### config.mk
export PLATFORM = sky130hd
export DESIGN_NAME = divu_seq_flat
export DESIGN_NICKNAME = d
export VERILOG_FILES = /design/src/rtl/divu_seq_pkg.sv /design/src/rtl/divu_seq_if.sv /design/src/rtl/divu_seq_div_step.sv /design/src/rtl/divu_seq.sv /design/src/flat_wrapper.sv
export SDC_FILE = /design/constraint.sdc
export NUM_CORES = 1
export LEC_CHECK = 0
export ABC_CLOCK_PERIOD_IN_PS = 5800
export BUFFER_PORTS_ARGS = -buffer_cell sky130_fd_sc_hd__buf_2
export CELL_PAD_IN_SITES_DETAIL_PLACEMENT = 2
export CELL_PAD_IN_SITES_GLOBAL_PLACEMENT = 2
export CORE_UTILIZATION = 35
export DETAILED_ROUTE_END_ITERATION = 8
export PLACE_DENSITY = 0.81
export SLEW_MARGIN = 15
export SYNTH_ARGS = -nofsm -noshare
export SYNTH_HDL_FRONTEND = slang
export SYNTH_SLANG_ARGS = --single-unit
### constraint.sdc
create_clock -name clk -period 5.8 [get_ports clk]
set_input_delay 0 -clock clk [delete_from_list [all_inputs] [get_ports clk]]
set_output_delay 0 -clock clk [all_outputs]
set_load 0.05 [all_outputs]
### src/rtl/divu_seq_pkg.sv
// Shared definitions for the execute-stage ALU/divider slice: function codes,
// operand width and the divider FSM state encoding.
package divu_seq_pkg;

    localparam int WIDTH = 32;
    localparam int CNT_W = 5;

    localparam logic [5:0] AND  = 6'b100100;
    localparam logic [5:0] OR   = 6'b100101;
    localparam logic [5:0] ADD  = 6'b100000;
    localparam logic [5:0] SUB  = 6'b100010;
    localparam logic [5:0] SLT  = 6'b101010;
    localparam logic [5:0] DIVU = 6'b011011;

    typedef enum logic [1:0] {
        IDLE = 2'd0,
        RUN  = 2'd1,
        DONE = 2'd2
    } state_e;

endpackage

### src/rtl/divu_seq_if.sv
// Request/result bundle between the execute-stage control path (master)
// and the sequential divider (slave).
interface divu_seq_if
    import divu_seq_pkg::*;
();

    logic             start;
    logic [5:0]       Signal;
    logic [WIDTH-1:0] dataA;
    logic [WIDTH-1:0] dataB;
    logic             busy;
    logic             done;
    logic [WIDTH-1:0] quotient;
    logic [WIDTH-1:0] remainder;
    logic             divZero;

    modport master (
        output start, Signal, dataA, dataB,
        input  busy, done, quotient, remainder, divZero
    );

    modport slave (
        input  start, Signal, dataA, dataB,
        output busy, done, quotient, remainder, divZero
    );

endinterface

### src/rtl/divu_seq_div_step.sv
// One combinational restoring-division step: shift the next dividend bit into
// the partial remainder, trial-subtract the divisor, keep or restore.
module divu_seq_div_step
    import divu_seq_pkg::*;
(
    input  logic [WIDTH:0]   i_r,
    input  logic [WIDTH-1:0] i_q,
    input  logic [WIDTH-1:0] i_d,
    output logic [WIDTH:0]   o_r,
    output logic [WIDTH-1:0] o_q
);

    logic [WIDTH+1:0] w_shift;
    logic [WIDTH+1:0] w_diff;
    logic             w_neg;

    // R never reaches D, so the shifted value is below 2*D and the low 33 bits
    // of the difference equal T; one extra bit keeps all of R in the datapath.
    assign w_shift = {i_r, i_q[WIDTH-1]};
    assign w_diff  = w_shift - {2'b00, i_d};
    assign w_neg   = w_diff[WIDTH+1];

    always_comb begin
        // NOTE: every output gets a default first so no path leaves it unassigned and infers a latch.
        o_r = w_diff[WIDTH:0];
        o_q = {i_q[WIDTH-2:0], 1'b1};
        if (w_neg) begin
            o_r = w_shift[WIDTH:0];
            o_q = {i_q[WIDTH-2:0], 1'b0};
        end
    end

endmodule

### src/rtl/divu_seq.sv
// Sequential 32-bit unsigned divider for the MIPS DIVU function: 32 restoring
// steps after acceptance, then a one-cycle done with quotient (LO) / remainder (HI).
module divu_seq
    import divu_seq_pkg::*;
(
    input  logic      clk,
    input  logic      reset,
    divu_seq_if.slave bus
);

    state_e           r_state;
    state_e           w_state_next;
    logic [CNT_W-1:0] r_cnt;
    logic [WIDTH:0]   r_r;
    logic [WIDTH-1:0] r_q;
    logic [WIDTH-1:0] r_d;
    logic [WIDTH-1:0] r_quotient;
    logic [WIDTH-1:0] r_remainder;
    logic             r_div_zero;

    logic [WIDTH:0]   w_r_next;
    logic [WIDTH-1:0] w_q_next;
    logic             w_accept;
    logic             w_run;
    logic             w_last;

    divu_seq_div_step u_step (
        .i_r (r_r),
        .i_q (r_q),
        .i_d (r_d),
        .o_r (w_r_next),
        .o_q (w_q_next)
    );

    // A request in RUN is dropped; IDLE and DONE may both accept.
    assign w_accept = bus.start && (bus.Signal == DIVU) && (r_state != RUN);
    assign w_run    = (r_state == RUN);
    assign w_last   = w_run && (r_cnt == '0);

    always_ff @(posedge clk or negedge reset) begin
        if (!reset) begin
            r_state <= IDLE;
        end else begin
            // NOTE: sequential state uses non-blocking assignments so every register samples pre-edge values.
            r_state <= w_state_next;
        end
    end

    always_comb begin
        w_state_next = r_state;
        unique case (r_state)
            IDLE:    if (w_accept) w_state_next = RUN;
            RUN:     if (r_cnt == '0) w_state_next = DONE;
            DONE:    w_state_next = w_accept ? RUN : IDLE;
            default: w_state_next = IDLE;
        endcase
    end

    always_ff @(posedge clk or negedge reset) begin
        if (!reset) begin
            r_cnt <= '0;
            r_r   <= '0;
            r_q   <= '0;
            r_d   <= '0;
        end else if (w_accept) begin
            r_cnt <= CNT_W'(WIDTH - 1);
            r_r   <= '0;
            r_q   <= bus.dataA;
            r_d   <= bus.dataB;
        end else if (w_run) begin
            r_cnt <= r_cnt - 1'b1;
            r_r   <= w_r_next;
            r_q   <= w_q_next;
        end
    end

    // Results are loaded from the final step's outputs on the edge entering DONE.
    always_ff @(posedge clk or negedge reset) begin
        if (!reset) begin
            r_quotient  <= '0;
            r_remainder <= '0;
            r_div_zero  <= 1'b0;
        end else if (w_accept) begin
            r_div_zero  <= 1'b0;
        end else if (w_last) begin
            r_quotient  <= w_q_next;
            r_remainder <= w_r_next[WIDTH-1:0];
            r_div_zero  <= (r_d == '0);
        end
    end

    assign bus.busy      = w_run;
    assign bus.done      = (r_state == DONE);
    assign bus.quotient  = r_quotient;
    assign bus.remainder = r_remainder;
    assign bus.divZero   = r_div_zero;

endmodule

### src/flat_wrapper.sv
// flat-port wrapper written by rule: the top's interface ports become plain ports
module divu_seq_flat import divu_seq_pkg::*;
  (clk, reset, bus_start, bus_Signal, bus_dataA, bus_dataB, bus_busy, bus_done, bus_quotient, bus_remainder, bus_divZero);
  divu_seq_if bus_i ();
  input  logic clk;
  input  logic reset;
  input wire logic [$bits(bus_i.start)-1:0] bus_start;
  input wire logic [$bits(bus_i.Signal)-1:0] bus_Signal;
  input wire logic [$bits(bus_i.dataA)-1:0] bus_dataA;
  input wire logic [$bits(bus_i.dataB)-1:0] bus_dataB;
  output wire logic [$bits(bus_i.busy)-1:0] bus_busy;
  output wire logic [$bits(bus_i.done)-1:0] bus_done;
  output wire logic [$bits(bus_i.quotient)-1:0] bus_quotient;
  output wire logic [$bits(bus_i.remainder)-1:0] bus_remainder;
  output wire logic [$bits(bus_i.divZero)-1:0] bus_divZero;
  assign bus_i.start = bus_start;
  assign bus_i.Signal = bus_Signal;
  assign bus_i.dataA = bus_dataA;
  assign bus_i.dataB = bus_dataB;
  assign bus_busy = bus_i.busy;
  assign bus_done = bus_i.done;
  assign bus_quotient = bus_i.quotient;
  assign bus_remainder = bus_i.remainder;
  assign bus_divZero = bus_i.divZero;
  divu_seq u_core (.clk(clk), .reset(reset), .bus(bus_i));
endmodule
# Word-level counts from Yosys, hierarchy flattened
# Cells that the tools add are included.
# classes
mux	14
n_reduce_logical	10
bitwise	1
n_addsub	2
n_eq_ne	6
# ops
op	n
$mux 33	3
$mux 32	2
$sub 34x32->34	1
$logic_not 32->1	1
$mux 5	2
$eq 6x5->1 const B	1
$pmux 2 s3	1
$logic_not 5->1	1
$sub 5x1->5 const B	1
$mux 1	4
$mux 2	2
$ne 2x1->1 const B	2
$reduce_and 2->1	2
$reduce_bool 2->1	2
$logic_and 1x1->1	3
$eq 2x1->1 const B	1
$eq 2x2->1 const B	1
$logic_not 2->1	1
$ne 2x2->1 const B	1
$not 1->1	1
# totals
register_bits	169
wordCells	41
out_inout_bits	67

# Longest topological paths before layout
# logic_depth
depth_word	5
mapped_depth	13
ltp_nobuf	13

# Modules after synthesis
# From an unflattened synthesis, not the netlist that was laid out.
# unflattened
cells_unflattened	829
area_unflattened_um2	9003.6
# by_module_without_submodules
module	n_inst	seq_area_each_um2	cells_per_inst	area_each_um2
divu_seq	1	4229.1	459	6490.0
divu_seq_div_step	1	0.0	370	2513.7

# Worst setup path before layout
# OpenSTA, ideal clock, no wires.
# synth_path
kind	register to register
start	register u_core.r_d[1]
end	register u_core.r_remainder[5] (netlist: u_core.bus.remainder[5])
required_time_ns	5.668
path_buffers	1
stages_incl_launch_ff	13
period_less_slack_ns	2.700
setup_ns	0.132
t_arrival_ns	2.568
path_slack_ns	3.100
path_cell_list	dfrtp_1 -> inv_1 -> ha_1 -> nor2b_1 -> o31a_1 -> o31ai_4 -> o21ai_1 -> a21oi_4 -> mux2i_1 -> nor2_4 -> buf_6 -> a31oi_1 -> o21ai_1
# synth_between
elab_chain_cells	2
# synth_rtl
item	line	text
start, declared	divu_seq.sv:16	logic [WIDTH-1:0] r_d;
start signal, assigned	divu_seq.sv:69	r_d <= bus.dataB;
$sub 34x32->34	divu_seq_div_step.sv:20	assign w_diff = w_shift - {2'b00, i_d};
$mux 33	divu_seq_div_step.sv:27	if (w_neg) begin
end signal, assigned	divu_seq.sv:87	r_remainder <= w_r_next[WIDTH-1:0];
end, declared	divu_seq.sv:18	logic [WIDTH-1:0] r_remainder;
# Every way passes these cells.
# A chain may end at the register's enable or synchronous reset.

# Worst setup path in the final report
# layout_path
start	register u_core.r_r[12]
end	register u_core.r_remainder[0] (netlist: u_core.bus.remainder[0])
# layout_between
elab_chain_cells	2
# layout_rtl
item	line	text
start, declared	divu_seq.sv:14	logic [WIDTH:0] r_r;
start signal, assigned	divu_seq.sv:72	r_r <= w_r_next;
$sub 34x32->34	divu_seq_div_step.sv:20	
$mux 33	divu_seq_div_step.sv:27	
# Every way passes these cells.

==> results.md <==
* Drt wl/cell at 19.3 um
* Switching power total at 0.00294 W
* Total wire length at 29300 um
* Number of synthesized flops with an enable pin at 0
* Clock transition at path regs at 0.07 ns
* Avg Cell Area, Syn at 8.74 um^2
* Die X at 160 um
* CP required at 6.16 ns
* Fin util at 45.0%
* Fin crit share at 68.5%
* Placer Congestion at 0.797
* Die height at 160 um
* Vias in the first global route at 9080
* CP Capture Type: register
* Worst reg-to-reg setup slack at 1.83 ns
* First-pass GRT wire length at 48900 um
* # rows at 57
* Mapped Area at 8770 um^2
* Logic pwr share at 48.5%
* Cell with the most instances after synthesis: nand2_1
* CP max FO at 20
* Max Cap Viol at 0
* Antenna diodes at 0
* Post-Synthesis Cells at 1004
* Mapped Nets at 1112
* Vias per inst at 5.31
* Num CTS Buffers at 17
* Top FF cell, synth: dfrtp_1
* Remaining DRCs at 0
* Initial Utilization at 35.9%
* Clock sinks at 169
* Gr ovfl total at 0
* Total power draw at 0.00616 W
* Crit start category: register
* Reg2reg end: u_core.bus.remainder[0]$_DFFE_PN0P_
* Crit path kind: reg -> reg
* Pwr dens at 559 nW/um^2
* Fin crit period at 3.97 ns
* Max Clock Skew at 0.0151 ns
* Seq pwr share at 31.9%
* Post-cts sizing count at 0
* VDD IR max at 0.238 mV
* Crit path DAT at 4.33 ns
* PortBufs at 139
* Synth cell types at 61
* Yosys top cell area share at 48.2%
* Area growth, synth to finish at 25.5%
* DRT Pass-1 Iters at 4
* Clock latency at the later pin of the worst-skew pair at 0.44 ns
* Die Area at 25700 um^2
* Sequential element share of the synthesized area at 48.2%
* R2r startpoint: u_core.r_r[12]$_DFFE_PN0P_
* Sw frac at 47.8%
* Internal power at 0.00321 W
* Top cells by area, synth: dfrtp_1 48%, nand2_1 11%, ha_1 4.8%, o21ai_1 3.6%, mux2i_1 3.4%
* # setup viols final at 0
* RSZ-0062 raised after global routing: false
* Slew Viols, Final at 0
* Post-layout nets at 1289
* Design Area, Final at 11000 um^2
* Vias post-DR at 8067
* Post-CTS Setup Repair Bufs at 0
* DR iter-0 viols at 281
* Pin count of the biggest net entering global routing at 117
* CP Cell Sequence: ha_1, nand2_1, o311ai_1, nand4_1, nor3_2, a21oi_4, mux2i_1, nor2_4, buf_4, mux2_2, o21ai_1
* FMAX at 0.252 GHz
* Status: finished, final reports clean
* Clock power frac at 19.6%
* # IOs at 140
* Slowest stage delay, CP at 0.69 ns
* Clock Path Buffers at 2
* Synth async-reset ratio at 100%
* Fillers at 2659
* Worst Hold Class: in -> async
* CORE AREA at 24500 um^2
* Static Leak at 5.37 nW
* Tightest Pin Transition at 0.858 ns
* Synth Warn # at 0
* Detailed Place HPWL at 19100 um
* Initial antenna violation count at 0
* Commonest cells post-synth: 253 x nand2_1, 169 x dfrtp_1, 63 x o21ai_1, 59 x nor2_1, 59 x o21ai_0
* Antenna-violating nets left at 0
* Leading area contributor after synthesis: dfrtp_1
* Clock Root Buffer: clkbuf_16
* Synth Register Bits at 169
* Reg2reg path depth at 11
* Post-Place Cell Area at 9730 um^2
* Slew HR at 42.8%
* Layout cell share with drive strength beyond 1 at 16.2%
* Final Hold Fails at 0
* Max stage delay cell, worst path: nor2_4
* Post-Route Setup TNS at 0 ns
* CTS tree: done
* H-tree Lvls at 4
* GR Util All Layers at 23.8%
[power by group through the flow]
stage / clock network [W] / registers, W / logic, W
4_1_cts: 0.00123 / 0.00196 / 0.00299
5_1_grt: 0.00128 / 0.00203 / 0.00327
3_5_place_dp: 0 / 0.00197 / 0.00292
6_report: 0.00120 / 0.00197 / 0.00299
2_1_floorplan: 0 / 0.00260 / 0.00152
3_3_place_gp: 0 / 0.00195 / 0.00280
[worst max-delay path by stage]
stage | from | endpoint | slack [ns] | depth (start not counted)
2_1_floorplan | u_core.r_d[1]$_DFFE_PN0P_ | u_core.bus.remainder[5]$_DFFE_PN0P_ | 3.10 | 12
3_3_place_gp | u_core.r_d[1]$_DFFE_PN0P_ | u_core.r_r[0]$_DFFE_PN0P_ | 2.11 | 12
3_5_place_dp | u_core.r_d[13]$_DFFE_PN0P_ | u_core.bus.remainder[0]$_DFFE_PN0P_ | 1.88 | 12
4_1_cts | u_core.r_d[13]$_DFFE_PN0P_ | u_core.r_r[2]$_DFFE_PN0P_ | 1.81 | 12
5_1_grt | u_core.r_d[13]$_DFFE_PN0P_ | u_core.r_r[0]$_DFFE_PN0P_ | 1.66 | 12
6_report | u_core.r_r[12]$_DFFE_PN0P_ | u_core.bus.remainder[0]$_DFFE_PN0P_ | 1.83 | 11
[stage by stage]
step | hold WS [ns] | setup slack [ns] | cells
2_1_floorplan | -0.296 | 3.10 | 1004
3_3_place_gp | -0.0131 | 2.11 | 1420
3_5_place_dp | -0.00935 | 1.88 | 1420
4_1_cts | 0.104 | 1.81 | 1517
5_1_grt | 0.139 | 1.66 | 1518
6_report | 0.0906 | 1.83 | 1518
[logic make-up after synthesis]
| logic type | after synthesis | share of synthesized area (%) |
|---|---|---|
| AOI/OAI and AO/OA | 238 | 16.3 |
| xor gates and xnor gates | 28 | 2.80 |
| muxes | 32 | 3.68 |
| DFF | 169 | 48.2 |
| adders and majority gates | 35 | 5.08 |
| buffers and inverters | 99 | 4.55 |
| and+or+nand+nor | 403 | 19.4 |
[state kept, by name, indices dropped and copies added, names as in the netlist]
signal	count
u_core.bus.divZero	1
u_core.bus.quotient	32
u_core.bus.remainder	32
u_core.r_cnt	5
u_core.r_d	32
u_core.r_q	32
u_core.r_r	33
u_core.r_state	2
[per-layer routing]
metal / global-route usage (%) / share of wire [%] / vias to the layer above
li1: - / - / 3795
met1: 29.3 / 43 / 4096
met2: 42.3 / 50 / 146
met3: 4.57 / 4.4 / 30
met4: 7.01 / 1.6 / 0
met5: 0 / 0 / -
[timing repair]
action	in CTS	in global routing
hold buffers	65	0
endpoints found under the setup margin	0	0
endpoints found under the hold margin	113	0
[cell type report]
type                       instances  area, um^2  share of cell area (%)
clock buffer                      20         447                    4.06
clock inverter                    12         155                    1.41
inverter                          43         161                    1.47
multi-input combinational        736        4170                    37.8
sequential                       169        4230                    38.4
tap                              324         405                    3.68
timing repair buffer             214        1450                    13.1
[placed cells by master, fill, tap and decap left out, drive strengths merged, types with 34 or more instances in the layout]
cell / netlist / final
inv: 43 / 50
buf: 11 / 149
a31oi: 39 / 39
nor2: 60 / 60
o21ai: 122 / 122
ha: 34 / 34
dlygate4sd3: 0 / 65
nand2: 253 / 253
dfrtp: 169 / 169
nand3: 36 / 36
[worst max-delay path: cells and delay by family, from the launching register on]
family          cells  cell delay [ns]
compound gates      3             0.68
fa+ha+maj           1             0.46
mux                 2             0.59
simple gates        4             1.35
flops               1             0.41
buf+inv             1             0.41
(Power assumes the default switching activity.)
